==> src/rtl/arm_irq_pkg.sv <==
// Shared types and constants for the external interrupt controller.
package arm_irq_pkg;

  typedef enum logic [1:0] {
    IDLE,
    REQ,
    ACKED,
    GAP
  } irq_state_t;

  localparam int unsigned IRQ_MIN_GAP_DEFAULT = 2;

endpackage

==> src/rtl/ext_irq_ctrl_if.sv <==
// Device-side interrupt bundle between the controller, the interrupt sources and the core.
interface ext_irq_ctrl_if #(
  parameter int unsigned N_SRC = 4,
  parameter int unsigned ID_W  = $clog2(N_SRC)
);

  logic [N_SRC-1:0] irq_src;
  logic [N_SRC-1:0] irq_mask;
  logic             ExtIAck;
  logic             ExtIRQ;
  logic [ID_W-1:0]  irq_id;
  logic [N_SRC-1:0] pending;
  logic             busy;

  // Controller side.
  modport master (
    input  irq_src,
    input  irq_mask,
    input  ExtIAck,
    output ExtIRQ,
    output irq_id,
    output pending,
    output busy
  );

  // Sources and core side.
  modport slave (
    output irq_src,
    output irq_mask,
    output ExtIAck,
    input  ExtIRQ,
    input  irq_id,
    input  pending,
    input  busy
  );

endinterface

==> src/rtl/prio_enc.sv <==
// Lowest-index-first priority encoder.
module prio_enc #(
  parameter int unsigned N_SRC = 4,
  parameter int unsigned ID_W  = $clog2(N_SRC)
) (
  input  logic [N_SRC-1:0] req,
  output logic             valid,
  output logic [ID_W-1:0]  idx
);

  always_comb begin
    valid = |req;
    idx   = '0;
    // Scan downwards so the lowest set index is the last one written.
    for (int i = N_SRC - 1; i >= 0; i--) begin
      if (req[i]) begin
        idx = ID_W'(i);
      end
    end
  end

endmodule

==> src/rtl/ext_irq_ctrl.sv <==
// External interrupt controller: edge-latches device lines and presents one
// request at a time to the core over the ExtIRQ/ExtIAck handshake.
module ext_irq_ctrl
  import arm_irq_pkg::*;
#(
  parameter int unsigned N_SRC   = 4,
  parameter int unsigned ID_W    = $clog2(N_SRC),
  parameter int unsigned MIN_GAP = IRQ_MIN_GAP_DEFAULT
) (
  input logic            clk,
  input logic            reset,
  ext_irq_ctrl_if.master irq
);

  localparam int unsigned CNT_W = (MIN_GAP > 1) ? $clog2(MIN_GAP) : 1;

  if (N_SRC < 2 || N_SRC > 16) begin : gen_bad_n_src
    $error("ext_irq_ctrl: N_SRC must be in 2..16");
  end
  if (MIN_GAP < 1) begin : gen_bad_min_gap
    $error("ext_irq_ctrl: MIN_GAP must be at least 1");
  end

  irq_state_t       state_q, state_d;
  logic [N_SRC-1:0] src_q;
  logic [N_SRC-1:0] pending_q, pending_d;
  logic [N_SRC-1:0] src_edge;
  logic [N_SRC-1:0] issuable;
  logic [N_SRC-1:0] clr;
  logic             irq_q, irq_d;
  logic [ID_W-1:0]  id_q, id_d;
  logic [CNT_W-1:0] cnt_q, cnt_d;
  logic             win_valid;
  logic [ID_W-1:0]  win_idx;

  assign src_edge = irq.irq_src & ~src_q;
  assign issuable = pending_q & ~irq.irq_mask;

  prio_enc #(
    .N_SRC (N_SRC),
    .ID_W  (ID_W)
  ) u_prio_enc (
    .req   (issuable),
    .valid (win_valid),
    .idx   (win_idx)
  );

  always_comb begin
    state_d = state_q;
    irq_d   = irq_q;
    id_d    = id_q;
    cnt_d   = cnt_q;
    clr     = '0;
    unique case (state_q)
      IDLE: begin
        if (win_valid) begin
          id_d    = win_idx;
          irq_d   = 1'b1;
          state_d = REQ;
        end
      end
      // Mask changes are ignored here: an issued request is never withdrawn.
      REQ: begin
        if (irq.ExtIAck) begin
          clr[id_q] = 1'b1;
          irq_d     = 1'b0;
          state_d   = ACKED;
        end
      end
      ACKED: begin
        if (!irq.ExtIAck) begin
          cnt_d   = CNT_W'(MIN_GAP - 1);
          state_d = GAP;
        end
      end
      GAP: begin
        if (cnt_q == '0) begin
          state_d = IDLE;
        end else begin
          cnt_d = cnt_q - 1'b1;
        end
      end
      default: state_d = IDLE;
    endcase
    // A fresh edge beats the acknowledge clear on the same bit.
    pending_d = (pending_q & ~clr) | src_edge;
  end

  always_ff @(posedge clk) begin
    if (reset) begin
      state_q   <= IDLE;
      // Track the live lines so a source already high at release is not an edge.
      src_q     <= irq.irq_src;
      pending_q <= '0;
      irq_q     <= 1'b0;
      id_q      <= '0;
      cnt_q     <= '0;
    end else begin
      state_q   <= state_d;
      src_q     <= irq.irq_src;
      pending_q <= pending_d;
      irq_q     <= irq_d;
      id_q      <= id_d;
      cnt_q     <= cnt_d;
    end
  end

  assign irq.ExtIRQ  = irq_q;
  assign irq.irq_id  = id_q;
  assign irq.pending = pending_q;
  assign irq.busy    = (state_q != IDLE);

  a_req_in_req_state : assert property (@(posedge clk) disable iff (reset)
    irq_q |-> (state_q == REQ));
  a_req_is_pending : assert property (@(posedge clk) disable iff (reset)
    irq_q |-> pending_q[id_q]);

endmodule
==> src/flat_wrapper.sv <==
// flat-port wrapper written by rule: the top's interface ports become plain ports
module ext_irq_ctrl_flat import arm_irq_pkg::*;
#(
  parameter int unsigned N_SRC   = 4,
  parameter int unsigned ID_W    = $clog2(N_SRC),
  parameter int unsigned MIN_GAP = IRQ_MIN_GAP_DEFAULT
)
  (clk, reset, irq_irq_src, irq_irq_mask, irq_ExtIAck, irq_ExtIRQ, irq_irq_id, irq_pending, irq_busy);
  ext_irq_ctrl_if #(.N_SRC(N_SRC), .ID_W(ID_W)) irq_i ();
  input logic clk;
  input logic reset;
  input wire logic [$bits(irq_i.irq_src)-1:0] irq_irq_src;
  input wire logic [$bits(irq_i.irq_mask)-1:0] irq_irq_mask;
  input wire logic [$bits(irq_i.ExtIAck)-1:0] irq_ExtIAck;
  output wire logic [$bits(irq_i.ExtIRQ)-1:0] irq_ExtIRQ;
  output wire logic [$bits(irq_i.irq_id)-1:0] irq_irq_id;
  output wire logic [$bits(irq_i.pending)-1:0] irq_pending;
  output wire logic [$bits(irq_i.busy)-1:0] irq_busy;
  assign irq_i.irq_src = irq_irq_src;
  assign irq_i.irq_mask = irq_irq_mask;
  assign irq_i.ExtIAck = irq_ExtIAck;
  assign irq_ExtIRQ = irq_i.ExtIRQ;
  assign irq_irq_id = irq_i.irq_id;
  assign irq_pending = irq_i.pending;
  assign irq_busy = irq_i.busy;
  ext_irq_ctrl #(.N_SRC(N_SRC), .ID_W(ID_W), .MIN_GAP(MIN_GAP)) u_core (.clk(clk), .reset(reset), .irq(irq_i));
endmodule
==> config.mk <==
export PLATFORM = sky130hd
export DESIGN_NAME = ext_irq_ctrl_flat
export DESIGN_NICKNAME = d
export VERILOG_FILES = /design/src/rtl/arm_irq_pkg.sv /design/src/rtl/ext_irq_ctrl_if.sv /design/src/rtl/prio_enc.sv /design/src/rtl/ext_irq_ctrl.sv /design/src/flat_wrapper.sv
export SDC_FILE = /design/constraint.sdc
export NUM_CORES = 1
export LEC_CHECK = 0
export ABC_AREA = 1
export BUFFER_PORTS_ARGS = -buffer_cell sky130_fd_sc_hd__buf_2
export CAP_MARGIN = 20
export CORE_MARGIN = 3
export CORE_UTILIZATION = 30
export CTS_CLUSTER_DIAMETER = 120
export CTS_CLUSTER_SIZE = 40
export DETAILED_ROUTE_END_ITERATION = 7
export GPL_TIMING_DRIVEN = 0
export PLACE_DENSITY = 0.55
export SLEW_MARGIN = 20
export SYNTH_ARGS = -nofsm -noshare
export SYNTH_HDL_FRONTEND = slang
export SYNTH_SLANG_ARGS = --single-unit
==> constraint.sdc <==
create_clock -name clk -period 1.54 [get_ports clk]
set_clock_uncertainty 0.1 [all_clocks]
set_input_delay 0.308 -clock clk [delete_from_list [all_inputs] [get_ports clk]]
set_output_delay 0.308 -clock clk [all_outputs]
set_load 0.03 [all_outputs]
==> results.yml <==
synth:
  synth_area_leaders: "dfxtp_1 43%, nand2_1 10%, ha_1 9.5%, inv_1 9.2%, a21oi_1 6.1%"
  syn-num-nets: 101
  ys_seq_area_share_pct: 42.7
  synth-seq-cells: 14
  synth.distinct_cells: 15
  synth_area_per_cell_sq_um: 7.71
  synth_area_sq_um: 656
  yosysWarnings: 0
  synth_top_area_share_pct: 42.7
  netlist_instances: 85
  yosysTopAreaCell: "dfxtp_1"
global_routing:
  grt_use_total_pct: 11.6
  grt_max_degree: 10
  grt_first_pass_wirelength_microns: 2350
  grt_pass1_vias: 561
  antenna_found_initial: 0
  grtUsageMet3_pct: 3.70
  use_met1_pct: 13.7
  busiest_layer: "met2"
  grt_overflow: 0
  grtUsageMet2_pct: 18.4
sta:
  worst_pin_slew_ns: 0.494
  holdWs_ns: 0.0441
  fin_crit_sh_pct: 96.0
  tns_ns: 0
  slew_viol_final: 0
  setup_viol: 0
  hold_viol: 0
  relSlewSlack_pct: 67.0
  max_freq_mhz: 676
  fin_crit_ns: 1.48
floorplan:
  core-area_sq_um: 2020
  dieWidth_microns: 52.8
  die_area_sq_um: 2780
  fp-row-count: 16
  start_util_pct: 32.4
  dieHeight_microns: 52.8
  ios: 19
hold_path:
  min_from: "irq_irq_src[0]"
  min_to: "u_core.src_q[0]$_DFF_P_"
  hp-class: "input pin to flip-flop"
  hold_depth: 1
critical_path:
  r2r_setup_slack_ns: 0.10
  slowest_delay_ns: 0.38
  critical_path_class: "flip-flop to output pin"
  worst-path-buf-inv: 3
  arrival_ns: 1.07
  endpoint_kind: "output pin"
  critPathLaunch: "u_core.state_q[1]$_SDFFE_PP0P_"
  cp_common_cell: "inv_4"
  worstPathRequired_ns: 1.13
  r2r_end: "u_core.state_q[0]$_SDFFE_PP0P_"
  path_max_fanout: 4
  worst_r2r_path_depth: 8
  critPathTopFamily: "flip-flops"
  r2r-start: "u_core.state_q[0]$_SDFFE_PP0P_"
  path_cells: "inv_4 > ha_4 > inv_4 > buf_6"
  startpoint_type: "flip-flop"
  cp_slowest_cell: "dfxtp_2"
cells_and_area:
  final_cell_mix: "18 x nand2_1, 16 x buf_2, 13 x inv_1"
  diodes: 0
  seq_area_sq_um: 283
  drive_gt1_share_pct: 33.6
  fill_cells: 228
  instances_no_fill: 134
  final_common_cell: "nand2_1"
  multi_input_area_sq_um: 330
  syn_to_final_growth_pct: 28.8
  fin_nets: 125
  final_core_util_pct: 41.8
  final_cell_area_sq_um: 845
route:
  ant_nets: 0
  drtPass1Iterations: 4
  drc: 0
  drt-total-wl_microns: 1370
  vias: 594
  drtIter0Drc: 10
  vias_per_cell: 4.43
  routedWlPerCell_microns: 10.2
clock_tree:
  cts_num_sinks: 14
  cts_tree: "built"
  cts_buffers: 3
  clock_path_buffers: 2
  worstSkewPairLatency_ns: 0.27
  cts_htree_levels: 1
  cts-root-buf: "clkbuf_4"
  clk_pin_slew_worst_paths_ns: 0.08
placement:
  hpwlAfterDp_microns: 1020
  portBuffers: 17
  gp_congestion: 0.769
  dp.cells: 129
  place_area_sq_um: 774
power:
  ir_drop_mv: 0.635
  p_leak_nw: 0.420
  powerDensity_nw_per_um2: 1460
status:
  status: "finished, final reports clean"
job:
  cap_violations: 0
[how the worst max path moves through the flow]
stage | endpoint | slack [ns] | cells after the start
floorplan | u_core.irq.ExtIRQ$_SDFFE_PP0P_ | 0.12 | 7
global placement | irq_busy | 0.1 | 4
detailed placement | u_core.state_q[1]$_SDFFE_PP0P_ | 0.1 | 8
CTS | irq_busy | 0.03 | 4
global route | u_core.state_q[1]$_SDFFE_PP0P_ | -0.01 | 8
finish | irq_busy | 0.06 | 4
[area by class of cell]
class,instances,area share (%)
well taps,27,4.00
inverters,16,7.70
flip-flops and latches,14,33.5
multi-input cells,54,39.1
plain buffers,1,0.444
repair buffers,19,12.6
clock buffers,3,2.67
[flip-flops by register name (all words and copies together) (netlist names)]
| register | cells |
|---|---|
| u_core.irq.irq_id | 2 |
| u_core.irq.ExtIRQ | 1 |
| u_core.cnt_q | 1 |
| u_core.src_q | 4 |
| u_core.state_q | 2 |
| u_core.irq.pending | 4 |
[per-stage QoR]
step,worst slack [ns],power (mW)
floorplan,0.123,0.808
global placement,0.0952,0.914
detailed placement,0.0952,0.919
CTS,0.0270,1.21
global route,-0.0138,1.35
finish,0.0612,1.24
[cells by family (layout without fill, tap and decap cells)]
| family | count (synthesis) | after routing | share of synthesized area, % |
|---|---|---|---|
| AND/OR/NAND/NOR | 30 | 30 | 20.0 |
| AO/OA/AOI/OAI | 19 | 19 | 17.9 |
| buffers and inverters | 17 | 39 | 9.73 |
| flip-flops | 14 | 14 | 42.7 |
| adder cells (fa/ha/maj) | 5 | 5 | 9.54 |
[cells in the mapped netlist]
| master | number |
|---|---|
| a21oi_2 | 2 |
| o31ai_1 | 4 |
| a211oi_1 | 2 |
| inv_1 | 16 |
| nand3_1 | 3 |
| nor2_4 | 1 |
| nor2_1 | 5 |
| ha_1 | 5 |
| dfxtp_1 | 14 |
| clkbuf_1 | 1 |
| nand2_2 | 3 |
| o21ai_1 | 1 |
| nand2_1 | 18 |
| o21ai_0 | 2 |
| a21oi_1 | 8 |
[routing by layer]
layer  part of all wire (%)  routed length, microns
met1                     46                     630
met2                     48                     662
met3                    4.8                      66
met4                   0.73                      10
met5                      0                       0
[power breakdown]
part           internal, mW  total [mW]  switching (mW)  leakage [nW]
Sequential            0.420       0.462          0.0423         0.117
Clock                0.0905       0.204           0.114        0.0138
Combinational         0.231       0.569           0.338         0.289
[repair_timing]
action,CTS,global route
pin swaps,0,1
setup buffers,1,1
gates resized for setup,8,5
setup endpoints to repair,1,2
cloned,0,0
hold buffers,0,0
Power figures use the tool's default switching activity.
